**config.mk**
```make
export PLATFORM = sky130hd
export DESIGN_NAME = eth_rx_frame_ctrl_flat
export DESIGN_NICKNAME = d
export VERILOG_FILES = /design/src/rtl/eth_rx_frame_ctrl_if.sv /design/src/rtl/eth_rx_frame_ctrl.sv /design/src/flat_wrapper.sv
export SDC_FILE = /design/constraint.sdc
export NUM_CORES = 1
export LEC_CHECK = 0
export BUFFER_PORTS_ARGS = -buffer_cell sky130_fd_sc_hd__buf_4
export CORE_MARGIN = 1
export CORE_UTILIZATION = 55
export DETAILED_ROUTE_END_ITERATION = 12
export GPL_TIMING_DRIVEN = 0
export PLACE_DENSITY_LB_ADDON = 0.08
export SLEW_MARGIN = 20
export SYNTH_ARGS = -nofsm -noshare
export SYNTH_HDL_FRONTEND = slang
export SYNTH_SLANG_ARGS = --single-unit
```
**constraint.sdc**
```tcl
create_clock -name clk_125m -period 2.85 [get_ports clk_125m]
set_input_delay 0.1425 -clock clk_125m [delete_from_list [all_inputs] [get_ports clk_125m]]
set_output_delay 0.1425 -clock clk_125m [all_outputs]
set_load 0.05 [all_outputs]
```
**src/rtl/eth_rx_frame_ctrl_if.sv**
```systemverilog
// Byte-stream bundle around the RX frame sequencer.
//   rx_dat/rx_dv                       : byte stream from the PHY RX CDC FIFO
//   out_dat/out_vd/out_sof/out_eof/out_err : framed bytes towards the UDP/GPSDO parser
// master = side that feeds rx bytes and consumes framed bytes; slave = the sequencer.
interface eth_rx_frame_ctrl_if;
  logic [7:0] rx_dat;
  logic       rx_dv;
  logic [7:0] out_dat;
  logic       out_vd;
  logic       out_sof;
  logic       out_eof;
  logic       out_err;

  modport master (
    output rx_dat, rx_dv,
    input  out_dat, out_vd, out_sof, out_eof, out_err
  );

  modport slave (
    input  rx_dat, rx_dv,
    output out_dat, out_vd, out_sof, out_eof, out_err
  );
endinterface

```
**src/rtl/eth_rx_frame_ctrl.sv**
```systemverilog
// Ethernet RX frame sequencer on the clk_125m side of the PHY RX CDC FIFO.
// Hunts preamble/SFD, filters on destination MAC, checks length and FCS, strips the FCS and
// emits framed bytes with sof/eof/err. Keeps saturating good/CRC/filter statistics.
// Ports:
//   clk_125m, rst_n   : system clock, asynchronous active-low reset
//   bus (slave)       : rx_dat/rx_dv in, out_dat/out_vd/out_sof/out_eof/out_err out
//   mac_addr          : own MAC, [47:40] is the first byte on the wire
//   promisc           : accept every destination MAC
//   cnt_ok/crc/filt   : good frames, bad-FCS frames, filtered/bad-preamble frames (saturating)
module eth_rx_frame_ctrl #(
  parameter int unsigned MAX_LEN = 1518,
  parameter int unsigned MIN_LEN = 64,
  parameter int unsigned IFG_TMO = 4
) (
  input  logic                      clk_125m,
  input  logic                      rst_n,
  eth_rx_frame_ctrl_if.slave        bus,
  input  logic [47:0]               mac_addr,
  input  logic                      promisc,
  output logic [15:0]               cnt_ok,
  output logic [15:0]               cnt_crc,
  output logic [15:0]               cnt_filt
);

  localparam int unsigned LenW = $clog2(MAX_LEN + 2);
  localparam int unsigned GapW = $clog2(IFG_TMO + 1);
  localparam logic [31:0] CrcResidue = 32'hDEBB20E3;

  localparam logic [2:0] StIdle  = 3'd0;
  localparam logic [2:0] StPre   = 3'd1;
  localparam logic [2:0] StHdr   = 3'd2;
  localparam logic [2:0] StPass  = 3'd3;
  localparam logic [2:0] StFlush = 3'd4;
  localparam logic [2:0] StDrop  = 3'd5;

  function automatic logic [31:0] crc_byte(input logic [31:0] crc, input logic [7:0] dat);
    logic [31:0] c;
    c = crc;
    for (int i = 0; i < 8; i++) begin
      c = (c[0] ^ dat[i]) ? ((c >> 1) ^ 32'hEDB88320) : (c >> 1);
    end
    return c;
  endfunction

  function automatic logic [15:0] sat_inc(input logic [15:0] v);
    return (v == 16'hFFFF) ? v : v + 16'd1;
  endfunction

  logic [2:0]       state_q, state_d;
  logic [5:0][7:0]  dly_q, dly_d;       // stage 5 is the oldest byte
  logic [31:0]      crc_q, crc_d;
  logic [LenW-1:0]  len_q, len_d;
  logic [GapW-1:0]  gap_q, gap_d;
  logic             sof_pend_q, sof_pend_d;  // no byte of the current frame emitted yet
  logic             flush_q, flush_d;        // second FLUSH cycle
  logic [7:0]       out_dat_q, out_dat_d;
  logic             out_vd_q, out_vd_d;
  logic             out_sof_q, out_sof_d;
  logic             out_eof_q, out_eof_d;
  logic             out_err_q, out_err_d;
  logic [15:0]      cnt_ok_q, cnt_crc_q, cnt_filt_q;
  logic             inc_ok, inc_crc, inc_filt;

  logic             frame_end;
  logic [47:0]      da;
  logic             da_ok;
  logic             crc_bad;
  logic             runt;

  // End of frame fires on the IFG_TMO-th consecutive idle cycle.
  assign frame_end = !bus.rx_dv && (gap_q >= GapW'(IFG_TMO - 1));
  assign gap_d     = bus.rx_dv ? '0 :
                     (gap_q == GapW'(IFG_TMO)) ? gap_q : gap_q + GapW'(1);

  // DA is complete on the arrival of the 6th header byte.
  assign da      = {dly_q[4:0], bus.rx_dat};
  assign da_ok   = promisc || (da == mac_addr) || (da == 48'hFFFF_FFFF_FFFF);
  assign crc_bad = (crc_q != CrcResidue);
  assign runt    = (len_q < LenW'(MIN_LEN));

  always_comb begin
    state_d    = state_q;
    dly_d      = dly_q;
    crc_d      = crc_q;
    len_d      = len_q;
    sof_pend_d = sof_pend_q;
    flush_d    = flush_q;
    out_dat_d  = 8'h00;
    out_vd_d   = 1'b0;
    out_sof_d  = 1'b0;
    out_eof_d  = 1'b0;
    out_err_d  = 1'b0;
    inc_ok     = 1'b0;
    inc_crc    = 1'b0;
    inc_filt   = 1'b0;

    case (state_q)
      StIdle: begin
        if (bus.rx_dv) state_d = (bus.rx_dat == 8'h55) ? StPre : StDrop;
      end
      StPre: begin
        if (bus.rx_dv) begin
          if (bus.rx_dat == 8'hD5) begin
            state_d = StHdr;
            len_d   = '0;
            crc_d   = 32'hFFFF_FFFF;
          end else if (bus.rx_dat != 8'h55) begin
            state_d  = StDrop;
            inc_filt = 1'b1;
          end
        end else if (frame_end) begin
          state_d = StIdle;
        end
      end
      StHdr: begin
        if (bus.rx_dv) begin
          dly_d = {dly_q[4:0], bus.rx_dat};
          crc_d = crc_byte(crc_q, bus.rx_dat);
          len_d = len_q + LenW'(1);
          if (len_q == LenW'(5)) begin
            if (da_ok) begin
              state_d    = StPass;
              sof_pend_d = 1'b1;
            end else begin
              state_d  = StDrop;
              inc_filt = 1'b1;
            end
          end
        end else if (frame_end) begin
          state_d = StIdle;
        end
      end
      StPass: begin
        if (bus.rx_dv) begin
          dly_d      = {dly_q[4:0], bus.rx_dat};
          crc_d      = crc_byte(crc_q, bus.rx_dat);
          len_d      = len_q + LenW'(1);
          out_vd_d   = 1'b1;
          out_dat_d  = dly_q[5];
          out_sof_d  = sof_pend_q;
          sof_pend_d = 1'b0;
          // Oversize: this byte brings len to MAX_LEN+1, close the frame as bad.
          if (len_q == LenW'(MAX_LEN)) begin
            out_eof_d = 1'b1;
            out_err_d = 1'b1;
            state_d   = StDrop;
          end
        end else if (frame_end) begin
          state_d = StFlush;
          flush_d = 1'b0;
        end
      end
      StFlush: begin
        // Stages 3..0 hold the FCS and are never emitted.
        out_vd_d   = 1'b1;
        out_sof_d  = sof_pend_q;
        sof_pend_d = 1'b0;
        if (!flush_q) begin
          out_dat_d = dly_q[5];
          flush_d   = 1'b1;
        end else begin
          out_dat_d = dly_q[4];
          out_eof_d = 1'b1;
          out_err_d = crc_bad | runt;
          inc_ok    = !crc_bad && !runt;
          inc_crc   = crc_bad;
          flush_d   = 1'b0;
          state_d   = StIdle;
        end
      end
      StDrop: begin
        if (frame_end) state_d = StIdle;
      end
      default: state_d = StIdle;
    endcase
  end

  always_ff @(posedge clk_125m or negedge rst_n) begin
    if (!rst_n) begin
      state_q    <= StIdle;
      dly_q      <= '0;
      crc_q      <= 32'hFFFF_FFFF;
      len_q      <= '0;
      gap_q      <= '0;
      sof_pend_q <= 1'b0;
      flush_q    <= 1'b0;
      out_dat_q  <= 8'h00;
      out_vd_q   <= 1'b0;
      out_sof_q  <= 1'b0;
      out_eof_q  <= 1'b0;
      out_err_q  <= 1'b0;
      cnt_ok_q   <= 16'h0000;
      cnt_crc_q  <= 16'h0000;
      cnt_filt_q <= 16'h0000;
    end else begin
      state_q    <= state_d;
      dly_q      <= dly_d;
      crc_q      <= crc_d;
      len_q      <= len_d;
      gap_q      <= gap_d;
      sof_pend_q <= sof_pend_d;
      flush_q    <= flush_d;
      out_dat_q  <= out_dat_d;
      out_vd_q   <= out_vd_d;
      out_sof_q  <= out_sof_d;
      out_eof_q  <= out_eof_d;
      out_err_q  <= out_err_d;
      if (inc_ok)   cnt_ok_q   <= sat_inc(cnt_ok_q);
      if (inc_crc)  cnt_crc_q  <= sat_inc(cnt_crc_q);
      if (inc_filt) cnt_filt_q <= sat_inc(cnt_filt_q);
    end
  end

  assign bus.out_dat = out_dat_q;
  assign bus.out_vd  = out_vd_q;
  assign bus.out_sof = out_sof_q;
  assign bus.out_eof = out_eof_q;
  assign bus.out_err = out_err_q;
  assign cnt_ok      = cnt_ok_q;
  assign cnt_crc     = cnt_crc_q;
  assign cnt_filt    = cnt_filt_q;

endmodule

```
**src/flat_wrapper.sv**
```systemverilog
// flat-port wrapper written by rule: the top's interface ports become plain ports
module eth_rx_frame_ctrl_flat 
#(
  parameter int unsigned MAX_LEN = 1518,
  parameter int unsigned MIN_LEN = 64,
  parameter int unsigned IFG_TMO = 4
)
  (clk_125m, rst_n, mac_addr, promisc, cnt_ok, cnt_crc, cnt_filt, bus_rx_dat, bus_rx_dv, bus_out_dat, bus_out_vd, bus_out_sof, bus_out_eof, bus_out_err);
  eth_rx_frame_ctrl_if bus_i ();
  input  logic clk_125m;
  input  logic rst_n;
  input  logic [47:0] mac_addr;
  input  logic promisc;
  output logic [15:0] cnt_ok;
  output logic [15:0] cnt_crc;
  output logic [15:0] cnt_filt;
  input wire logic [$bits(bus_i.rx_dat)-1:0] bus_rx_dat;
  input wire logic [$bits(bus_i.rx_dv)-1:0] bus_rx_dv;
  output wire logic [$bits(bus_i.out_dat)-1:0] bus_out_dat;
  output wire logic [$bits(bus_i.out_vd)-1:0] bus_out_vd;
  output wire logic [$bits(bus_i.out_sof)-1:0] bus_out_sof;
  output wire logic [$bits(bus_i.out_eof)-1:0] bus_out_eof;
  output wire logic [$bits(bus_i.out_err)-1:0] bus_out_err;
  assign bus_i.rx_dat = bus_rx_dat;
  assign bus_i.rx_dv = bus_rx_dv;
  assign bus_out_dat = bus_i.out_dat;
  assign bus_out_vd = bus_i.out_vd;
  assign bus_out_sof = bus_i.out_sof;
  assign bus_out_eof = bus_i.out_eof;
  assign bus_out_err = bus_i.out_err;
  eth_rx_frame_ctrl #(.MAX_LEN(MAX_LEN), .MIN_LEN(MIN_LEN), .IFG_TMO(IFG_TMO)) u_core (.clk_125m(clk_125m), .rst_n(rst_n), .bus(bus_i), .mac_addr(mac_addr), .promisc(promisc), .cnt_ok(cnt_ok), .cnt_crc(cnt_crc), .cnt_filt(cnt_filt));
endmodule
```
==> flow_summary.yaml <==
logic_synthesis:
  synth.net_count: 902
  synth-edff-count: 0
  synth_cell_types: 56
  ys_dominant_reg_cell: "dfrtp_1"
  ys_warn_count: 0
  async_flop_share: 1.00
  synth_top_family_by_area: "simple AND/OR/NAND/NOR gates"
  synth.avg_cell_area_um2: 9.81
  syn_inst: 833
  synth-simple-area-share: 0.217
  synth-compound-area-share: 0.0657
  syn-cell-area_um2: 8170
  synthXorXnorAreaFrac: 0.187
  ys_seq_elements: 159
  synthAdderAreaFrac: 0.0138
  synthMuxAreaShare: 0.00551
  synth-seq-area-share: 0.492
drt:
  drc: 0
  routedWlPerCell_um: 17.0
  drtAntennaViolNets: 0
  first_pass_iters: 5
  viasPerCell: 5.65
  totalWireLength_um: 20000
  drt-initial-drc-count: 481
  vias: 6640
critical_path:
  arrival_ns: 2.97
  criticalPathCategory: "flip-flop to flip-flop"
  crit_required_ns: 3.20
  crit_path_start_kind: "flip-flop"
  cp-end-kind: "flip-flop"
  crit_fanout: 10
  worstSetupStartpoint: "u_core.da[14]$_DFFE_PN0P_"
  rr_worst_depth: 8
  r2r-start: "u_core.da[14]$_DFFE_PN0P_"
placement:
  port_buffers: 118
  place_ws_ns: 0.142
  gp_congestion: 0.954
  hpwlAfterDp_um: 14600
  placed_area_um2: 9320
min_path:
  min_path_cells: 3
  hold_path.class: "input pin to flip-flop"
  min_from: "bus_rx_dat[1]"
sta:
  max-slew-margin-rel: 0.410
  maxSlewViolCount: 0
  fmax_mhz: 381
  fin_setup_tns_ns: 0
  fin_ws_ns: 0.229
  worst_pin_slew_ns: 0.879
  hold_viol_final: 0
  period_minus_slack_ns: 2.62
  grt_setup_unrepaired: "false"
  setup_viol: 0
  clock_skew_ns: 0.00948
  period_share: 0.920
floorplan:
  io_pins: 120
  die_area_um2: 15300
  row_count: 44
  fp.dieW_um: 124
  coreArea_um2: 14500
  die_height_um: 124
  initial_core_util: 0.562
clock_tree:
  cts_max_level: 4
  clkSlewWorstSetupHoldPaths_ns: 0.06
  post_cts_buffers: 0
  root_buffer: "clkbuf_16"
  cts_tree: "yes"
  clock_sinks: 159
  clkLatencyLatePin_ns: 0.43
  clock_path_buffers: 2
  cts_buffers: 17
cells_and_area:
  syn2layout_area_growth_pct: 22.7
  multiInputGateArea_um2: 4010
  final_net_count: 1047
  final_layout_size_suffix_gt1_frac: 0.212
  ff_latch_area_um2: 4020
  diodes: 0
  final_core_util: 0.689
  filler_cell_count: 1154
  stdcell_area_um2: 10000
global_route:
  grt_overflow: 0
  antenna_found_initial: 0
  gr-usage-all-layers: 0.282
  grt_pass1_vias: 6424
  grt_pass1_wl_um: 32500
  grt_max_degree: 82
power:
  vdd_ir_drop_max_v: 0.000451
  pwr_density_cell_nw_per_um2: 693
  leakage_nw: 4.72
status:
  outcome: "finished clean"
flow_run:
  max_cap_violations: 0
[where the power goes]
part | internal, mW | total, mW | switching [mW]
combinational | 0.743 | 1.89 | 1.14
clock | 1.47 | 2.37 | 0.905
sequential | 2.48 | 2.68 | 0.206
total | 4.69 | 6.94 | 2.25
[per-stage QoR]
| step | hold WS [ns] | total power, mW | instances |
|---|---|---|---|
| 2_1_floorplan | -0.153 | 4.03 | 833 |
| 3_3_place_gp | 0.386 | 4.52 | 1135 |
| 6_report | 0.0178 | 6.94 | 1175 |
| 4_1_cts | 0.00944 | 6.96 | 1175 |
| 5_1_grt | 0.0160 | 7.28 | 1175 |
| 3_5_place_dp | 0.163 | 4.58 | 1136 |
[what timing repair did]
action                                 4_1_cts  5_1_grt
gates resized for setup                      0        2
setup endpoints to repair                    0        9
endpoints found under the hold margin       73        0
hold buffers                                 7        0
[layout make-up]
class                   count  share of cell area
flip-flops and latches    159               0.401
multi-input cells         634               0.400
repair buffers            126              0.0989
clock buffers              23              0.0487
well taps                 184              0.0230
clock inverters             9              0.0131
plain buffers              28              0.0110
inverters                  12             0.00449
[final timing paths]
check / end / slack (ns)
worst max-delay path: u_core.cnt_filt[14]$_DFFE_PN0P_ / 0.23
worst min-delay path: u_core.da[9]$_DFFE_PN0P_ / 0.02
worst max register to register: u_core.cnt_filt[14]$_DFFE_PN0P_ / 0.23
worst min register to register: u_core.dly_q[41]$_DFFE_PN0P_ / 0.48
max in group asynchronous: u_core.crc_q[18]$_DFFE_PN1P_ / 1.75
min in group asynchronous: u_core.cnt_ok[9]$_DFFE_PN0P_ / 0.27
[placed cells by master, fill, tap and decap left out, drive strengths merged, types with 4 or more instances in the layout]
cell type / netlist / layout
o22a: 6 / 6
xnor2: 90 / 90
nor2: 54 / 54
a21oi: 34 / 34
o21ai: 16 / 16
ha: 9 / 9
dfstp: 32 / 32
nand3: 19 / 19
a31oi: 6 / 6
and2: 10 / 10
nor3: 5 / 5
nand2: 183 / 183
nand4b: 4 / 4
nand4: 37 / 37
buf: 4 / 123
dfrtp: 127 / 127
nor4: 20 / 20
xor2: 81 / 81
and3: 11 / 11
and4: 6 / 6
clkbuf: 24 / 47
mux2: 4 / 4
inv: 12 / 12
dlygate4sd3: 0 / 7
a22o: 8 / 8
[synthesized netlist by cell type (all sizes together), types with 2 or more instances]
library cell    n  area [um^2]
ha              9          113
nand3          19          100
a211oi          2         15.0
and3           11         68.8
nand2         183          687
clkbuf         24         90.1
a21oi          34          170
a31oi           6         37.5
and4            6         52.6
or4             2         18.8
xor2           81          709
inv            12         45.0
dfstp          32          841
nor4           20          146
a22o            8         70.1
nand4          37          246
nor3            5         30.0
mux2            4         45.0
o22ai           3         18.8
buf             4         20.0
nor2           54          220
or3             3         18.8
nor2b           3         18.8
nand2b          2         12.5
o22a            6         52.6
o21ai          16         83.8
and2           10         62.6
o31ai           3         22.5
nand4b          4         35.0
dfrtp         127         3180
xnor2          90          818
[per-layer routing]
metal,wire [um],up-vias,track usage
li1,-,3107,-
met1,8720,3253,0.374
met2,9630,242,0.451
met3,1280,38,0.0701
met4,397,0,0.0926
met5,0,-,0
[registers in the layout (all words and copies together), names as in the netlist, 8 cells and up]
name                count
u_core.cnt_ok          16
u_core.da              40
u_core.dly_q            8
u_core.crc_q           32
u_core.cnt_crc         16
u_core.bus.out_dat      8
u_core.cnt_filt        16
u_core.len_q           11
[logic make-up (layout without fill, tap and decap cells)]
| kind of cell | count (synthesis) | after routing |
|---|---|---|
| AND/OR/NAND/NOR | 364 | 364 |
| buffers and inverters | 40 | 198 |
| flip-flops | 159 | 159 |
| multiplexers | 4 | 4 |
| XOR/XNOR | 171 | 171 |
| AO/OA/AOI/OAI | 86 | 86 |
| adder cells (fa/ha/maj) | 9 | 9 |
[worst max-delay path, cell delays in order, from the launching register on]
cell and delay, ns:
dfrtp_1 0.47, xor2_1 0.19, nor4_2 0.42, nand4_1 0.23, nor3_1 0.48, o21ai_2 0.24
buf_2 0.25, nand4_1 0.12, xnor2_1 0.13
Power figures use the tool's default switching activity.
